--- src/rtl/audio_i2s_tx.sv ---
// I2S serializer on audio_mclk: divides mclk into sclk, frames left/right slots
// with a one-bit MSB delay and latches a coherent L/R pair once per frame.
module audio_i2s_tx #(
  parameter int MCLK_DIV   = 4,
  parameter int SLOT_BITS  = 32,
  parameter int DATA_WIDTH = 16
) (
  input  logic                  audio_mclk,
  input  logic                  reset,
  input  logic [DATA_WIDTH-1:0] audio_l,
  input  logic [DATA_WIDTH-1:0] audio_r,
  output logic                  audio_sclk,
  output logic                  audio_lrck,
  output logic                  audio_dac,
  output logic                  sample_strobe
);

  localparam int FRAME_BITS = 2 * SLOT_BITS;
  localparam int DIV_W      = (MCLK_DIV > 2) ? $clog2(MCLK_DIV) : 1;
  localparam int BIT_W      = $clog2(FRAME_BITS);
  localparam int IDX_W      = (DATA_WIDTH > 1) ? $clog2(DATA_WIDTH) : 1;

  localparam logic [DIV_W-1:0] DIV_LAST = DIV_W'(MCLK_DIV - 1);
  localparam logic [DIV_W-1:0] DIV_HALF = DIV_W'(MCLK_DIV / 2);
  localparam logic [BIT_W-1:0] BIT_LAST = BIT_W'(FRAME_BITS - 1);
  localparam logic [BIT_W-1:0] SLOT_LEN = BIT_W'(SLOT_BITS);
  localparam logic [BIT_W-1:0] DATA_LEN = BIT_W'(DATA_WIDTH);

  logic [DIV_W-1:0]      div_cnt, div_nxt;
  logic [BIT_W-1:0]      bit_cnt, bit_nxt, pos_nxt;
  logic                  fall_tick, frame_wrap, right_nxt, dac_nxt;
  logic [DATA_WIDTH-1:0] shadow_l, shadow_r, shadow_sel;
  logic [IDX_W-1:0]      sel_idx;

  always_comb begin
    fall_tick  = (div_cnt == DIV_LAST);
    div_nxt    = fall_tick ? '0 : div_cnt + 1'b1;
    frame_wrap = fall_tick && (bit_cnt == BIT_LAST);
    bit_nxt    = (bit_cnt == BIT_LAST) ? '0 : bit_cnt + 1'b1;
    right_nxt  = (bit_nxt >= SLOT_LEN);
    pos_nxt    = right_nxt ? bit_nxt - SLOT_LEN : bit_nxt;
    shadow_sel = right_nxt ? shadow_r : shadow_l;
    // Position 1 carries the MSB; position 0 is the I2S one-bit delay.
    sel_idx    = IDX_W'(DATA_LEN - pos_nxt);
    dac_nxt    = 1'b0;
    if ((pos_nxt != '0) && (pos_nxt <= DATA_LEN)) begin
      dac_nxt = shadow_sel[sel_idx];
    end
  end

  // NOTE: the shadow words are ordinary registers, so they get a defined reset
  // value like the rest of the state; nothing is left to power-up contents.
  always_ff @(posedge audio_mclk or posedge reset) begin
    if (reset) begin
      div_cnt       <= '0;
      bit_cnt       <= BIT_LAST;
      audio_sclk    <= 1'b0;
      audio_lrck    <= 1'b1;
      audio_dac     <= 1'b0;
      sample_strobe <= 1'b0;
      shadow_l      <= '0;
      shadow_r      <= '0;
    end else begin
      div_cnt       <= div_nxt;
      audio_sclk    <= (div_nxt >= DIV_HALF);
      sample_strobe <= frame_wrap;
      if (fall_tick) begin
        bit_cnt    <= bit_nxt;
        audio_lrck <= right_nxt;
        audio_dac  <= dac_nxt;
      end
      // Both channels latch on the same edge so a frame never mixes sample pairs.
      if (frame_wrap) begin
        shadow_l <= audio_l;
        shadow_r <= audio_r;
      end
    end
  end

endmodule

--- config.mk ---
export PLATFORM = sky130hd
export DESIGN_NAME = audio_i2s_tx
export DESIGN_NICKNAME = d
export VERILOG_FILES = /design/src/rtl/audio_i2s_tx.sv
export SDC_FILE = /design/constraint.sdc
export NUM_CORES = 1
export LEC_CHECK = 0
export ABC_AREA = 1
export CORE_UTILIZATION = 25
export DETAILED_ROUTE_END_ITERATION = 12
export GPL_TIMING_DRIVEN = 0
export PLACE_DENSITY_LB_ADDON = 0.25
export SYNTH_ARGS = -nofsm -noshare
export SYNTH_HDL_FRONTEND = slang
export SYNTH_SLANG_ARGS = --single-unit
--- constraint.sdc ---
create_clock -name audio_mclk -period 5.6 [get_ports audio_mclk]
set_clock_uncertainty 0.2 [all_clocks]
set_input_delay 0.56 -clock audio_mclk [delete_from_list [all_inputs] [get_ports audio_mclk]]
set_output_delay 0.56 -clock audio_mclk [all_outputs]
set_load 0.05 [all_outputs]
==> summary.txt, run 1 <==
Synth
  • Seq cells post-synth: 42
  • Seq/Total Area, Yosys: 48.04%
  • Top_reg_cell synth: dfrtp_1
  • Synth unique cells: 27
  • Count leader, synth: nand2_1
  • Share of the synthesized area in the top cell type: around two fifths
  • Synthesis Warnings: 0
  • Post-Synthesis Net Count: about 280
  • Syn Area/Cell: between 9 and 10 µm²
  • Post-synthesis cell area: approximately 0.0022 mm²
  • Ranking of synthesized cells by area: dfrtp_1 (41%), nand2_1 (8.5%), mux2_2 (8.2%)
  • Cell taking the most area after synthesis: dfrtp_1
  • Ys async rst share: between 90% and 100%
  • Synth cell count leaders: nand2_1 (50), dfrtp_1 (36), inv_1 (25), nand3_1 (23), o21ai_0 (19)
  • Mapped Cells: 240
  • Post-synth EDFFs: 0

Die
  • Row count: 33
  • Die Y-Extent: 95.88 µm
  • Die W: between 90 and 100 µm
  • Die ar.: ~0.0092 mm²
  • IO Pins: 38
  • Core Area: approximately 0.0084 mm²
  • Initial core utilization: between 20% and 30%

Clock network
  • Clock Sinks: 42
  • Worst-skew pair later-pin latency: approximately 0.30 ns
  • CTS resizes: 0
  • Root Driver: clkbuf_8
  • Clk slew on worst S/H paths: around 0.080 ns
  • Post CTS Setup Buffer Count: 0
  • Cts bufs inserted: 5
  • Max Root-Sink Buffers: 2
  • Clock tree from TritonCTS: done
  • H-tree levels: 2
  • Hold-fix buffers, CTS: 0

Global routing
  • Initial antenna violation count: 0
  • Global Route met1 Usage: between 15 and 20%
  • GRT Resource Usage Total: about an eighth
  • Met3 GRT Util: 2.133%
  • Vias in the first global route: about 1,800
  • First-pass GRT wire length: approximately 8400 µm
  • Met2 Use GR: 19.29%
  • GR peak layer: met2
  • Pin count of the biggest net entering global routing: 43
  • Grt ovf: 0

Cells and area
  • Footprint of the multi-input gates: 984.7 µm²
  • NumNets Final: roughly 320
  • Area grow syn2layout: 27.71%
  • # diodes: 0
  • Register area: ~0.0011 mm²
  • Layout cells sized above 1: 23.16%
  • Fin util: between 30 and 40%
  • Filler cells: around 880

Detailed routing
  • Vias: 1,718
  • Post-DR wirelength/cell: approximately 13 µm
  • DRT Pass-1 Iters: 4
  • # DRC: 0
  • Antenna Nets Post-Route: 0
  • Total wire length: slightly below 5000 µm
  • Vias/cell: 4.405
  • Initial DRC Count: slightly above 50

Placed design
  • Final Wtd Congestion: 0.8181
  • IO buf count: 37
  • Pre-CTS WS: a little over 3 ns
  • DP HPWL: 3665 µm

Critical path
  • Element type at the critical path end: output pin
  • WP buf/inv: 1
  • CP max-delay cell: clkdlybuf4s50_1
  • CP required: ~4.8 ns
  • Crit Path Max Fanout: 8
  • Critical path startpoint category: flip-flop
  • Worst Path Arrival: 1.78 ns
  • Worst path top cell family by delay: buffers and inverters
  • Critical path's largest stage delay: between 0.8 and 0.9 ns
  • CP cell instances: clkdlybuf4s50_1
  • Crit Path Category: reg -> out

Status
  • Outcome: finished clean

Pwr
  • PD cells: ~200 mW/mm²
  • Post-layout total power: between 500 and 600 µW
  • Pleak: between 1 and 1.5 nW
  • IR drop worst, VDD: between 0.09 and 0.1 mV

Timing
  • Unrepaired setup endpoints after global routing: no
  • Setup ws final: between 3 and 4 ns
  • Minimum clock period after layout: around 2.5 ns
  • Slew HR: between 40% and 50%
  • Endpoints failing setup: 0
  • Worst-Margin Slew: 0.8669 ns
  • Final Slew Violations: 0
  • Fin crit share: between 40% and 50%
  • Endpoints failing hold: 0
  • Fmax: 393.4 MHz
  • Final setup TNS: 0 ns

Hold path
  • Hold Path Class: reg -> reg

Flow run
  • MaxCap Viol Count: 0
## placed cells by master (no fill, tap or decap), types with 2 or more instances in the layout
cell / count
buf_2: 2
o21ai_0: 19
clkbuf_1: 3
mux2_2: 16
clkbuf_8: 5
inv_2: 3
nor2_4: 4
ha_1: 3
nor2_2: 4
clkdlybuf4s50_1: 37
nand2_2: 7
nor2_1: 15
clkinv_2: 2
dfrtp_1: 36
o21ai_2: 6
buf_4: 2
nand2_1: 50
nand3_1: 23
dfstp_2: 6
nand2_4: 2
mux2_1: 3
o211ai_1: 2
nand3_2: 2
buf_6: 2
inv_1: 24
xnor2_1: 2
## state kept, by name (all words and copies together), names as in the netlist
name           flops
div_cnt            1
shadow_l          16
sample_strobe      1
audio_sclk         1
shadow_r          16
bit_cnt            5
audio_dac          1
audio_lrck         1
## where the power goes
part	total [mW]	switching (mW)	internal [mW]	leakage, nW
Combinational	0.0291	0.00907	0.0200	0.725
Sequential	0.303	0	0.303	0.488
Clock	0.240	0.108	0.131	0.0579
Total	0.572	0.118	0.455	1.27
## area by class of cell
cell class,count,area share (%)
sequential,42,37.62
timing repair buffer,37,13.16
tap,105,4.669
clock buffer,5,2.446
clock inverter,3,1.423
inverter,27,3.602
buffer,9,2.090
multi-input combinational,162,34.99
## through the flow
| step | instances | instance area, µm² | hold slack [ns] |
|---|---|---|---|
| global placement | 382 | 2705 | 0.2148 |
| detailed placement | 382 | 2705 | 0.2181 |
| floorplan | 240 | 2203 | 0.2007 |
| global route | 390 | 2814 | 0.2705 |
| CTS | 390 | 2814 | 0.2293 |
| finish | 390 | 2814 | 0.2249 |
## layer usage
metal	vias to the layer above	share of wire (%)
met5	-	0
met1	826	49
li1	854	-
met4	0	1.8
met2	29	46
met3	9	3.5
## path summary, 6_finish.rpt
kind | endpoint | depth (start not counted) | startpoint | slack (ns)
max in group asynchronous | shadow_l[13] | 2 | reset | 4.09
setup reg to reg | shadow_r[10] | 7 | bit_cnt[0] | 3.07
min in group asynchronous | shadow_l[12] | 2 | reset | 0.56
hold reg to reg | div_cnt[0] | 1 | div_cnt[0] | 0.22
hold / removal | div_cnt[0] | 1 | div_cnt[0] | 0.22
setup / recovery | audio_lrck | 1 | audio_lrck | 3.06
## kinds of logic after synthesis
kind of cell | synth area share [%]
muxes | 9.710
adders and majority gates | 1.704
DFF | 48.04
AOI/OAI and AO/OA | 7.609
and+or+nand+nor | 24.13
buffers and inverters | 7.268
xor gates and xnor gates | 1.534
Note: power is estimated with default switching activity, not from simulation.
==> run 2: changes to the inputs <==
clock period = 2.4 ns   (was 5.6 ns; I/O delays follow)
==> run 2 against run 1 <==
Critical path depth increased by 11. Flip-flop and latch count unchanged. Worst setup slack got worse by 2.9 ns. Largest cell class unchanged. Largest power group unchanged. Highest routed layer unchanged.
==> summary.txt, run 2 (synthesis results as in run 1) <==
Cells and area
  • Area grow syn2layout: 30.55% (was 27.71%)
  • Layout cells sized above 1: 25.35% (was 23.16%)
  • Commonest non-fill, non-tap cells in the layout: nand2_1 (50), clkdlybuf4s50_1 (37), dfrtp_1 (36) (unchanged)
  • Commonest non-fill, non-tap cell in the layout: nand2_1 (unchanged)
  • # diodes: 0 (unchanged)
  • Biggest regs: shadow_l x16, shadow_r x16, bit_cnt x5 (unchanged)
  • Final cell area excluding filler cells: 0.002877 mm² (was 0.002814 mm²)
  • Fin util: 34.32% (was 33.57%)
  • NumNets Final: 324 (was 321)
  • Cell Count, Final, Fillers Out: 393 (was 390)

Critical path
  • CP cell instances: ha_4, nand2_4, nor3_4, nor2_2, nor2_4, nand2_1, nor2_1, nor2_1, nand2_1, nand3_1, nand3_1, nand2_1 (was clkdlybuf4s50_1)
  • FF-to-FF setup slack: 0.16 ns (was 3.07 ns)
  • Critical path's largest stage delay: 0.60 ns (was 0.84 ns)
  • Worst reg2reg endpoint: audio_dac (was shadow_r[10])
  • Worst Reg-to-Reg Cells: 12 (was 7)
  • Element type at the critical path end: flip-flop (was output pin)
  • Critical path startpoint category: flip-flop (unchanged)
  • Most frequent cell on the critical path: nand2_1
  • Crit Path Max Fanout: 6 (was 8)
  • Crit Path Category: reg -> reg (was reg -> out)
  • R2R Path Start: bit_cnt[0] (unchanged)
  • Worst Setup EP: audio_dac (was audio_lrck)
  • Worst Path Arrival: 2.23 ns (was 1.78 ns)
  • CP max-delay cell: dfstp_2 (was clkdlybuf4s50_1)
  • CP required: 2.40 ns (was 4.84 ns)
  • Critical path origin: bit_cnt[0] (was audio_lrck)

Timing
  • Fmax: around 450 MHz
  • Slew HR: 41.26% (was 42.12%)
  • Endpoints failing setup: 0 (unchanged)
  • Final hold slack: 0.2250 ns (was 0.2249 ns)
  • Worst-Margin Slew: 0.8799 ns (was 0.8669 ns)
  • Endpoints failing hold: 0 (unchanged)
  • Minimum clock period after layout: about 2.2 ns
  • Fin crit share: a little over 90%
  • Final Slew Violations: 0 (unchanged)

Detailed routing
  • Antenna Nets Post-Route: 0 (unchanged)
  • Vias: 1,732 (was 1,718)
  • Initial DRC Count: 60 (was 51)
  • Post-DR wirelength/cell: 12.68 µm (was 12.56 µm)
  • # DRC: 0 (unchanged)
  • Vias/cell: 4.407 (was 4.405)
  • DRT Pass-1 Iters: 4 (unchanged)
  • Total wire length: 4983 µm (was 4897 µm)

Placed design
  • DP HPWL: 3665 µm (unchanged)
  • Final Wtd Congestion: 0.8181 (unchanged)
  • IO buf count: 37 (unchanged)
  • Placed Cells: 382 (unchanged)
  • DP Area: 0.002705 mm² (unchanged)

Pwr
  • IR drop worst, VDD: 0.2151 mV (was 0.09192 mV)
  • Comb pwr share: 5.1% (about the same)
  • Switching power: 276.7 µW (was 117.6 µW)
  • PD cells: 464.9 mW/mm² (was 203.3 mW/mm²)
  • Switching Fraction: 20.69% (was 20.55%)
  • Pleak: 1.302 nW (was 1.271 nW)
  • Clock power frac: 42.0% (was 41.9%)
  • Int Pwr: 1.061 mW (was 454.6 µW)
  • Sequential cell fraction of total power: 52.9% (was 53.0%)

Global routing
  • GRT Resource Usage Total: 12.08% (was 12.00%)
  • Initial antenna violation count: 0 (unchanged)
  • Vias in the first global route: 1,796 (was 1,797)
  • Grt ovf: 0 (unchanged)
  • First-pass GRT wire length: 8466 µm (was 8431 µm)
  • Pin count of the biggest net entering global routing: 43 (unchanged)

Clock network
  • Clk slew on worst S/H paths: 0.09 ns (was 0.08 ns)
  • Max Root-Sink Buffers: 2 (unchanged)
  • H-tree levels: 2 (unchanged)
  • Cts bufs inserted: 5 (unchanged)
  • Root Driver: clkbuf_8 (unchanged)
  • Clock Sinks: 42 (unchanged)
  • Clock tree from TritonCTS: done (unchanged)
  • Hold-fix buffers, CTS: 0 (unchanged)
  • Worst-skew pair later-pin latency: 0.30 ns (about the same)

Hold path
  • Hold Path Class: reg -> reg (unchanged)

Die
  • Die ar.: 0.009193 mm² (unchanged)
  • IO Pins: 38 (unchanged)
  • Die Y-Extent: 95.88 µm (unchanged)
  • Row count: 33 (unchanged)
  • Initial core utilization: 26.29% (unchanged)
  • Die W: 95.88 µm (unchanged)
  • Core Area: 0.008382 mm² (unchanged)

Status
  • Outcome: finished clean (unchanged)

Flow run
  • MaxCap Viol Count: 0 (unchanged)
==> run 2: changes by cell type in the layout (fill, tap and decap cells not counted), sizes merged <==
cell | previous run | this run
buf | 6 | 9
==> run 2: how the worst min path moves through the flow <==
stage / startpoint / slack, ns / endpoint / cells after the start
2_1_floorplan: audio_l[0] / 0.16 / shadow_l[0] / 2
3_3_place_gp: div_cnt[0] / 0.21 / div_cnt[0] / 1
3_5_place_dp: div_cnt[0] / 0.22 / div_cnt[0] / 1
4_1_cts: div_cnt[0] / 0.23 / div_cnt[0] / 1
5_1_grt: div_cnt[0] / 0.27 / div_cnt[0] / 1
6_report: div_cnt[0] / 0.23 / div_cnt[0] / 1
==> run 2: area by class of cell <==
cell class	count	area [µm²]
timing repair buffer	40	392.9
buffer	9	65.06
sequential	42	1059
clock inverter	3	40.04
multi-input combinational	162	1018
tap	105	131.4
inverter	27	101.3
clock buffer	5	68.82
fill	877	5505
==> run 2: layer usage <==
layer | wire, µm | vias up | global-route usage (%)
li1 | - | 859 | -
met1 | 2426 | 833 | 16.21
met2 | 2301 | 31 | 19.40
met3 | 172 | 9 | 2.133
met4 | 82 | 0 | 4.478
met5 | 0 | - | 0
==> run 2: worst max-delay path, delay by kind of cell, from the launching register on <==
kind | cells | cell delay [ns]
fa+ha+maj | 1 | 0.17
simple gates | 11 | 1.16
flops | 1 | 0.60
==> run 2: per-stage QoR <==
stage	worst slack, ns	TNS (ns)	total power [mW]
2_1_floorplan	0.2178	0	0.7318
3_3_place_gp	-0.09413	-0.5799	0.7908
3_5_place_dp	-0.1273	-0.9903	0.7909
4_1_cts	0.02623	0	1.352
5_1_grt	-0.002442	-0.002442	1.382
6_report	0.1613	0	1.337
==> run 2: power groups by stage <==
stage / Sequential (mW) / Combinational [mW] / Clock (mW)
after floorplan: 0.721 / 0.0106 / 0
after global placement: 0.721 / 0.0696 / 0
after detailed placement: 0.721 / 0.0697 / 0
after CTS: 0.707 / 0.0701 / 0.575
after global routing: 0.708 / 0.0745 / 0.600
final: 0.707 / 0.0680 / 0.562
==> run 2: what timing repair did <==
item,in CTS,in global routing
gates resized for setup,2,7
pin swaps,1,1
setup buffers,2,1
endpoints found under the setup margin,23,29
endpoints found under the hold margin,0,0
==> run 3: changes to the inputs <==
SKIP_LAST_GASP = 1   (was default)
==> results of run 3 <==
Same layout as run 2: the final DEF is identical, and so are final timing and power.
